## src/rtl/serial_word_receiver.sv

```systemverilog
// serial_word_receiver
//   Oversamples the gated serial stream from the phase-detector serializer on
//   the local clock, reassembles MSB-first words, and presents them on a
//   valid/ready holding register with frame-error and overflow status.
//
// Ports
//   clk, rst       sampling clock (>=4x bit rate), synchronous active-high reset
//   serial_clk     async gated bit clock, high during first half of each bit
//   serial_out     async data, changes on rising serial_clk
//   serial_valid   async, high for serial_size bit periods per word
//   word_data      received word (held while word_valid && !word_ready)
//   phase_count    upper phase_count_size bits of word_data
//   clock_count    remaining lower bits of word_data
//   word_valid     holding register full
//   word_ready     consumer handshake
//   frame_error    one-cycle pulse per discarded partial word
//   overflow       sticky; a completed word found the holding register full
//   word_count     words loaded into the holding register (wraps)
//   error_count    frame errors (saturates at 255)
module serial_word_receiver #(
  parameter int serial_size      = 8,
  parameter int phase_count_size = 5,
  parameter int sync_stages      = 2,
  parameter int count_width      = 16
) (
  input  logic                                  clk,
  input  logic                                  rst,
  input  logic                                  serial_clk,
  input  logic                                  serial_out,
  input  logic                                  serial_valid,
  output logic [serial_size-1:0]                word_data,
  output logic [phase_count_size-1:0]           phase_count,
  output logic [serial_size-phase_count_size-1:0] clock_count,
  output logic                                  word_valid,
  input  logic                                  word_ready,
  output logic                                  frame_error,
  output logic                                  overflow,
  output logic [count_width-1:0]                word_count,
  output logic [7:0]                            error_count
);

  localparam int BW = $clog2(serial_size + 1);

  typedef enum logic [1:0] {
    S_WAIT_IDLE = 2'd0,
    S_IDLE      = 2'd1,
    S_RECV      = 2'd2
  } state_e;

  // ---------------------------------------------------------------------------
  // Input synchronizers
  // ---------------------------------------------------------------------------
  logic [sync_stages-1:0] sclk_sync_q, sdat_sync_q, svld_sync_q;
  logic                   sclk_dly_q;
  logic                   sclk_s, sdat_s, svld_s;
  logic                   fall;

  always_ff @(posedge clk) begin
    if (rst) begin
      sclk_sync_q <= '0;
      sdat_sync_q <= '0;
      svld_sync_q <= '0;
      sclk_dly_q  <= 1'b0;
    end else begin
      sclk_sync_q <= {sclk_sync_q[sync_stages-2:0], serial_clk};
      sdat_sync_q <= {sdat_sync_q[sync_stages-2:0], serial_out};
      svld_sync_q <= {svld_sync_q[sync_stages-2:0], serial_valid};
      sclk_dly_q  <= sclk_sync_q[sync_stages-1];
    end
  end

  assign sclk_s = sclk_sync_q[sync_stages-1];
  assign sdat_s = sdat_sync_q[sync_stages-1];
  assign svld_s = svld_sync_q[sync_stages-1];
  // Falling serial_clk lands mid-bit, where data is settled.
  assign fall   = sclk_dly_q & ~sclk_s;

  // ---------------------------------------------------------------------------
  // Sample stage: registers the mid-bit strobe with its data/valid so the FSM
  // works from flops only. fill_q marks when the sampled valid reflects the
  // real input rather than the cleared synchronizer, so a reset released
  // mid-word cannot mistake the flushed pipeline for an idle line.
  // ---------------------------------------------------------------------------
  logic                 fall_q, bit_q, vld_q;
  logic [sync_stages:0] fill_q;
  logic                 primed;

  always_ff @(posedge clk) begin
    if (rst) begin
      fall_q <= 1'b0;
      bit_q  <= 1'b0;
      vld_q  <= 1'b0;
      fill_q <= '0;
    end else begin
      fall_q <= fall;
      bit_q  <= sdat_s;
      vld_q  <= svld_s;
      fill_q <= {fill_q[sync_stages-1:0], 1'b1};
    end
  end

  assign primed = fill_q[sync_stages];

  // ---------------------------------------------------------------------------
  // Word assembly FSM
  // ---------------------------------------------------------------------------
  state_e                 state_q, state_d;
  logic [serial_size-1:0] shift_q, shift_d;
  logic [BW-1:0]          bit_cnt_q, bit_cnt_d;
  logic                   complete, discard;

  always_ff @(posedge clk) begin
    if (rst) begin
      state_q   <= S_WAIT_IDLE;
      shift_q   <= '0;
      bit_cnt_q <= '0;
    end else begin
      state_q   <= state_d;
      shift_q   <= shift_d;
      bit_cnt_q <= bit_cnt_d;
    end
  end

  always_comb begin
    state_d   = state_q;
    shift_d   = shift_q;
    bit_cnt_d = bit_cnt_q;
    complete  = 1'b0;
    discard   = 1'b0;
    case (state_q)
      S_WAIT_IDLE: begin
        if (primed && !vld_q) state_d = S_IDLE;
      end
      S_IDLE: begin
        if (fall_q && vld_q) begin
          shift_d   = {shift_q[serial_size-2:0], bit_q};
          bit_cnt_d = BW'(1);
          state_d   = S_RECV;
        end
      end
      S_RECV: begin
        if (!vld_q) begin
          discard   = 1'b1;
          bit_cnt_d = '0;
          state_d   = S_IDLE;
        end else if (fall_q) begin
          shift_d = {shift_q[serial_size-2:0], bit_q};
          if (bit_cnt_q == BW'(serial_size - 1)) begin
            complete  = 1'b1;
            bit_cnt_d = '0;
            state_d   = S_IDLE;
          end else begin
            bit_cnt_d = bit_cnt_q + BW'(1);
          end
        end
      end
      default: state_d = S_WAIT_IDLE;
    endcase
  end

  // ---------------------------------------------------------------------------
  // Holding register and status
  // ---------------------------------------------------------------------------
  logic [serial_size-1:0] word_data_q;
  logic                   word_valid_q, frame_error_q, overflow_q;
  logic [count_width-1:0] word_count_q;
  logic [7:0]             error_count_q;
  logic                   load;

  // A word may enter when the register is empty or drains this same cycle.
  assign load = complete & (~word_valid_q | word_ready);

  always_ff @(posedge clk) begin
    if (rst) begin
      word_data_q   <= '0;
      word_valid_q  <= 1'b0;
      frame_error_q <= 1'b0;
      overflow_q    <= 1'b0;
      word_count_q  <= '0;
      error_count_q <= '0;
    end else begin
      frame_error_q <= discard;
      if (discard && error_count_q != 8'hFF)
        error_count_q <= error_count_q + 8'd1;
      if (load) begin
        word_data_q  <= shift_d;
        word_valid_q <= 1'b1;
        word_count_q <= word_count_q + count_width'(1);
      end else if (word_ready) begin
        word_valid_q <= 1'b0;
      end
      if (complete && !load) overflow_q <= 1'b1;
    end
  end

  assign word_data   = word_data_q;
  assign phase_count = word_data_q[serial_size-1 -: phase_count_size];
  assign clock_count = word_data_q[serial_size-phase_count_size-1:0];
  assign word_valid  = word_valid_q;
  assign frame_error = frame_error_q;
  assign overflow    = overflow_q;
  assign word_count  = word_count_q;
  assign error_count = error_count_q;

endmodule

```

## config.mk

```make
export PLATFORM = sky130hd
export DESIGN_NAME = serial_word_receiver
export DESIGN_NICKNAME = d
export VERILOG_FILES = /design/src/rtl/serial_word_receiver.sv
export SDC_FILE = /design/constraint.sdc
export NUM_CORES = 1
export LEC_CHECK = 0
export BUFFER_PORTS_ARGS = -buffer_cell sky130_fd_sc_hd__buf_4
export CAP_MARGIN = 20
export CORE_ASPECT_RATIO = 1.25
export CORE_UTILIZATION = 45
export DETAILED_ROUTE_END_ITERATION = 8
export PLACE_DENSITY = 0.64
export SLEW_MARGIN = 20
export SYNTH_ARGS = -nofsm -noshare
export SYNTH_HDL_FRONTEND = slang
export SYNTH_SLANG_ARGS = --single-unit
```

## constraint.sdc

```tcl
create_clock -name clk -period 2.1 [get_ports clk]
set_input_delay 0.42 -clock clk [delete_from_list [all_inputs] [get_ports clk]]
set_output_delay 0.42 -clock clk [all_outputs]
set_load 0.01 [all_outputs]
```

==> metrics.md <==
| Metric | Value |
|---|---|
| Setup CP Type | `reg2reg` |
| DP HPWL | `3611 µm` |
| Critical Path RT | `2370 ps` |
| FF-to-FF Start | `bit_cnt_q[0]` |
| Global route overflow | `0` |
| Most frequent cell after synthesis | `dfxtp_1` |
| Post-cts resize count | `0` |
| PortBufs | `48` |
| Synth unique cells | `49` |
| Share of the yosys chip area belonging to registers | `0.4686` |
| Postcts setup bufs | `0` |
| Worst reg2reg endpoint | `word_count[14]` |
| Largest net degree at the start of global routing | `36` |
| Fin nets | `339` |
| Worst-path clk slew | `70 ps` |
| I/O pins | `49` |
| Static leakage | `1.303 nW` |
| Commonest cells post-synth | `62 x dfxtp_1, 28 x nor2_1, 24 x a21oi_1` |
| Synth top area share | `0.4686` |
| CP Cell Sequence | `ha_1 -> and3b_2 -> nand3_4 -> or4_1 -> a21oi_1` |
| CTS buffer count | `9` |
| Row count | `30` |
| Total Routing Usage GR | `0.1872` |
| Critical path peak fanout | `19` |
| Hold Path Class | `in2reg` |
| Die width | `70.62 µm` |
| Violated checks | `DRC` |
| Setup TNS Final | `0 ps` |
| Slew @ Worst Pin | `521.7 ps` |
| First-pass GRT wire length | `9045 µm` |
| Wirelength per Cell | `13.19 µm` |
| Max Clock Skew | `9.046 ps` |
| HP Start | `serial_clk` |
| Drt pass-1 iters | `6` |
| Power per Cell Area | `811.8 nW/µm²` |
| Flop pwr share | `0.472` |
| Max_cap viols | `0` |
| Area of the mapped netlist | `2649 µm²` |
| Antenna violations before repair | `0` |
| Logic pwr share | `0.112` |
| Longest Clk Path Bufs | `2` |
| Layout cells sized above 1 | `0.2470` |
| Rel. slew slack | `0.6507` |
| Hold Fails Final Rpt | `0` |
| Power Total | `2.606 mW` |
| CP max stage delay | `550 ps` |
| Final worst path period share | `0.9003` |
| Seq cells post-synth | `62` |
| Main synth FF type | `dfxtp_1` |
| CTS Hold Bufs | `0` |
| Endpoints failing setup | `0` |
| Via count | `2177` |
| Avg Cell Area, Syn | `9.393 µm²` |
| GP Congestion | `0.7769` |
| Starting Density | `0.4768` |
| FF-to-FF setup slack | `210 ps` |
| Area delta synth->final | `21.21%` |
| Hold Path Stages | `2` |
| Synth async-reset ratio | `0` |
| Worst setup EP type | `flop` |
| Leading area contributor after synthesis | `dfxtp_1` |
| CTS sink count | `62` |
| Post-synth EDFFs | `0` |
| Vias in the first global route | `2017` |
| Critical path launch point type | `flop` |
| Hold path endpoint | `sclk_sync_q[0]` |
| CP max-delay cell | `or4_1` |
| Internal power | `1.918 mW` |
| Sw Share | `0.2641` |
| CTS tree | `yes` |
| Status | `finished with violations` |
| P_sw | `0.6884 mW` |
| Synth top area cells | `dfxtp_1 47%, a21oi_1 4.5%, nor2_1 4.0%` |
| Remaining DRCs | `8` |
| Antenna Cells | `0` |
| Yosys Warn Count | `0` |
| Period minus WS final | `1891 ps` |
| H-tree depth | `3` |
| Die height | `87.78 µm` |
| Final core occ | `0.5779` |
| RSZ-0062 raised after global routing | `no` |
| Synth Net Count | `294` |
| Total die area | `6199 µm²` |
| Clock power share | `0.416` |
| FMAX | `528.9 MHz` |
| Reg2reg path depth | `5` |
| Critical Path AT | `2160 ps` |
| Synth Instances | `282` |
| Peak supply drop | `0.6620 mV` |
| Final wirelength | `5223 µm` |
| Core Region | `5555 µm²` |
| First DRT Iteration DRCs | `108` |
| Final Slew Violations | `0` |
| Post-DRT Antenna Nets | `0` |
| Clock Latency Late Sink | `350 ps` |
| Vias per inst | `5.497` |
| Clk root buf | `clkbuf_8` |
-- layout by cell type, fill, tap and decap left out, drive strengths merged, types with 3 or more instances in the layout --
cell type	count
and3	6
xor2	5
xnor2	3
nand3	10
a22oi	8
buf	55
nand3b	3
nor2b	16
clkbuf	10
a21oi	24
o211ai	4
nand2	13
inv	8
o31ai	11
nand4	7
nand2b	3
o21ai	12
ha	6
mux2i	3
or4	9
nor2	28
dfxtp	62
and4	3
-- cell type report --
cell class / instances / area, µm²
fillers: 518 / 2345
multi-input cells: 193 / 1247
flip-flops and latches: 62 / 1241
repair buffers: 55 / 412.9
clock buffers: 10 / 137.6
well taps: 64 / 80.08
clock inverters: 6 / 68.82
inverters: 6 / 22.52
-- state kept, by name, indices dropped and copies added, names as in the netlist --
register     cells
word_valid       1
error_count      8
sdat_sync_q      2
fill_q           3
frame_error      1
bit_cnt_q        4
vld_q            1
shift_q          8
state_q          2
word_data        8
sclk_dly_q       1
bit_q            1
overflow         1
svld_sync_q      2
word_count      16
fall_q           1
sclk_sync_q      2
-- power groups by stage --
| stage | clock network [mW] | logic (mW) | registers, mW |
|---|---|---|---|
| 3_3_place_gp | 0 | 0.289 | 1.26 |
| 2_1_floorplan | 0 | 0.212 | 1.25 |
| 6_report | 1.08 | 0.292 | 1.23 |
| 3_5_place_dp | 0 | 0.294 | 1.26 |
| 5_1_grt | 1.17 | 0.334 | 1.24 |
| 4_1_cts | 1.12 | 0.295 | 1.23 |
-- worst max path at each step --
| stage | depth (start not counted) | to | slack, ps | from |
|---|---|---|---|---|
| final | 5 | word_count[14] | 210 | bit_cnt_q[0] |
| after global routing | 5 | word_count[14] | 80 | bit_cnt_q[0] |
| after CTS | 5 | word_count[14] | 220 | bit_cnt_q[0] |
| after detailed placement | 5 | word_count[14] | 250 | bit_cnt_q[0] |
| after global placement | 5 | word_count[11] | 270 | bit_cnt_q[0] |
| after floorplan | 8 | word_count[4] | 430 | state_q[0] |
-- routing by layer --
layer | vias up | part of all wire | global-route usage | routed length [µm]
met1 | 1014 | 0.45 | 0.2146 | 2373
met2 | 52 | 0.48 | 0.3222 | 2490
met4 | 0 | 0.022 | 0.1000 | 113
met5 | - | 0 | 0 | 0
met3 | 10 | 0.047 | 0.04948 | 246
li1 | 1101 | - | - | -
-- metrics by stage --
stage	std cells	instance area, µm²	setup slack [ps]	hold slack (ps)
after global routing	396	3211	80.66	292.3
final	396	3211	209.4	284.8
after global placement	380	3004	271.5	400.1
after detailed placement	380	3004	245.4	403.2
after CTS	396	3211	216.8	270.3
after floorplan	282	2649	430.0	389.6
-- worst max-delay path: cells and delay by family (launching register included) --
family / cells / cell delay [ps]
AO/OA/AOI/OAI: 1 / 170
flip-flops: 1 / 380
AND/OR/NAND/NOR: 3 / 1040
adder cells (fa/ha/maj): 1 / 240
-- cells by family (layout without fill, tap and decap cells) --
logic type / Yosys count / after routing / synth area share
compound gates: 67 / 67 / 0.1592
xor+xnor: 8 / 8 / 0.02645
fa+ha+maj: 6 / 6 / 0.02834
buf+inv: 27 / 77 / 0.06046
flops: 62 / 62 / 0.4686
mux: 5 / 5 / 0.01984
simple gates: 107 / 107 / 0.2371
No activity file was read; power rests on OpenSTA's default activity.
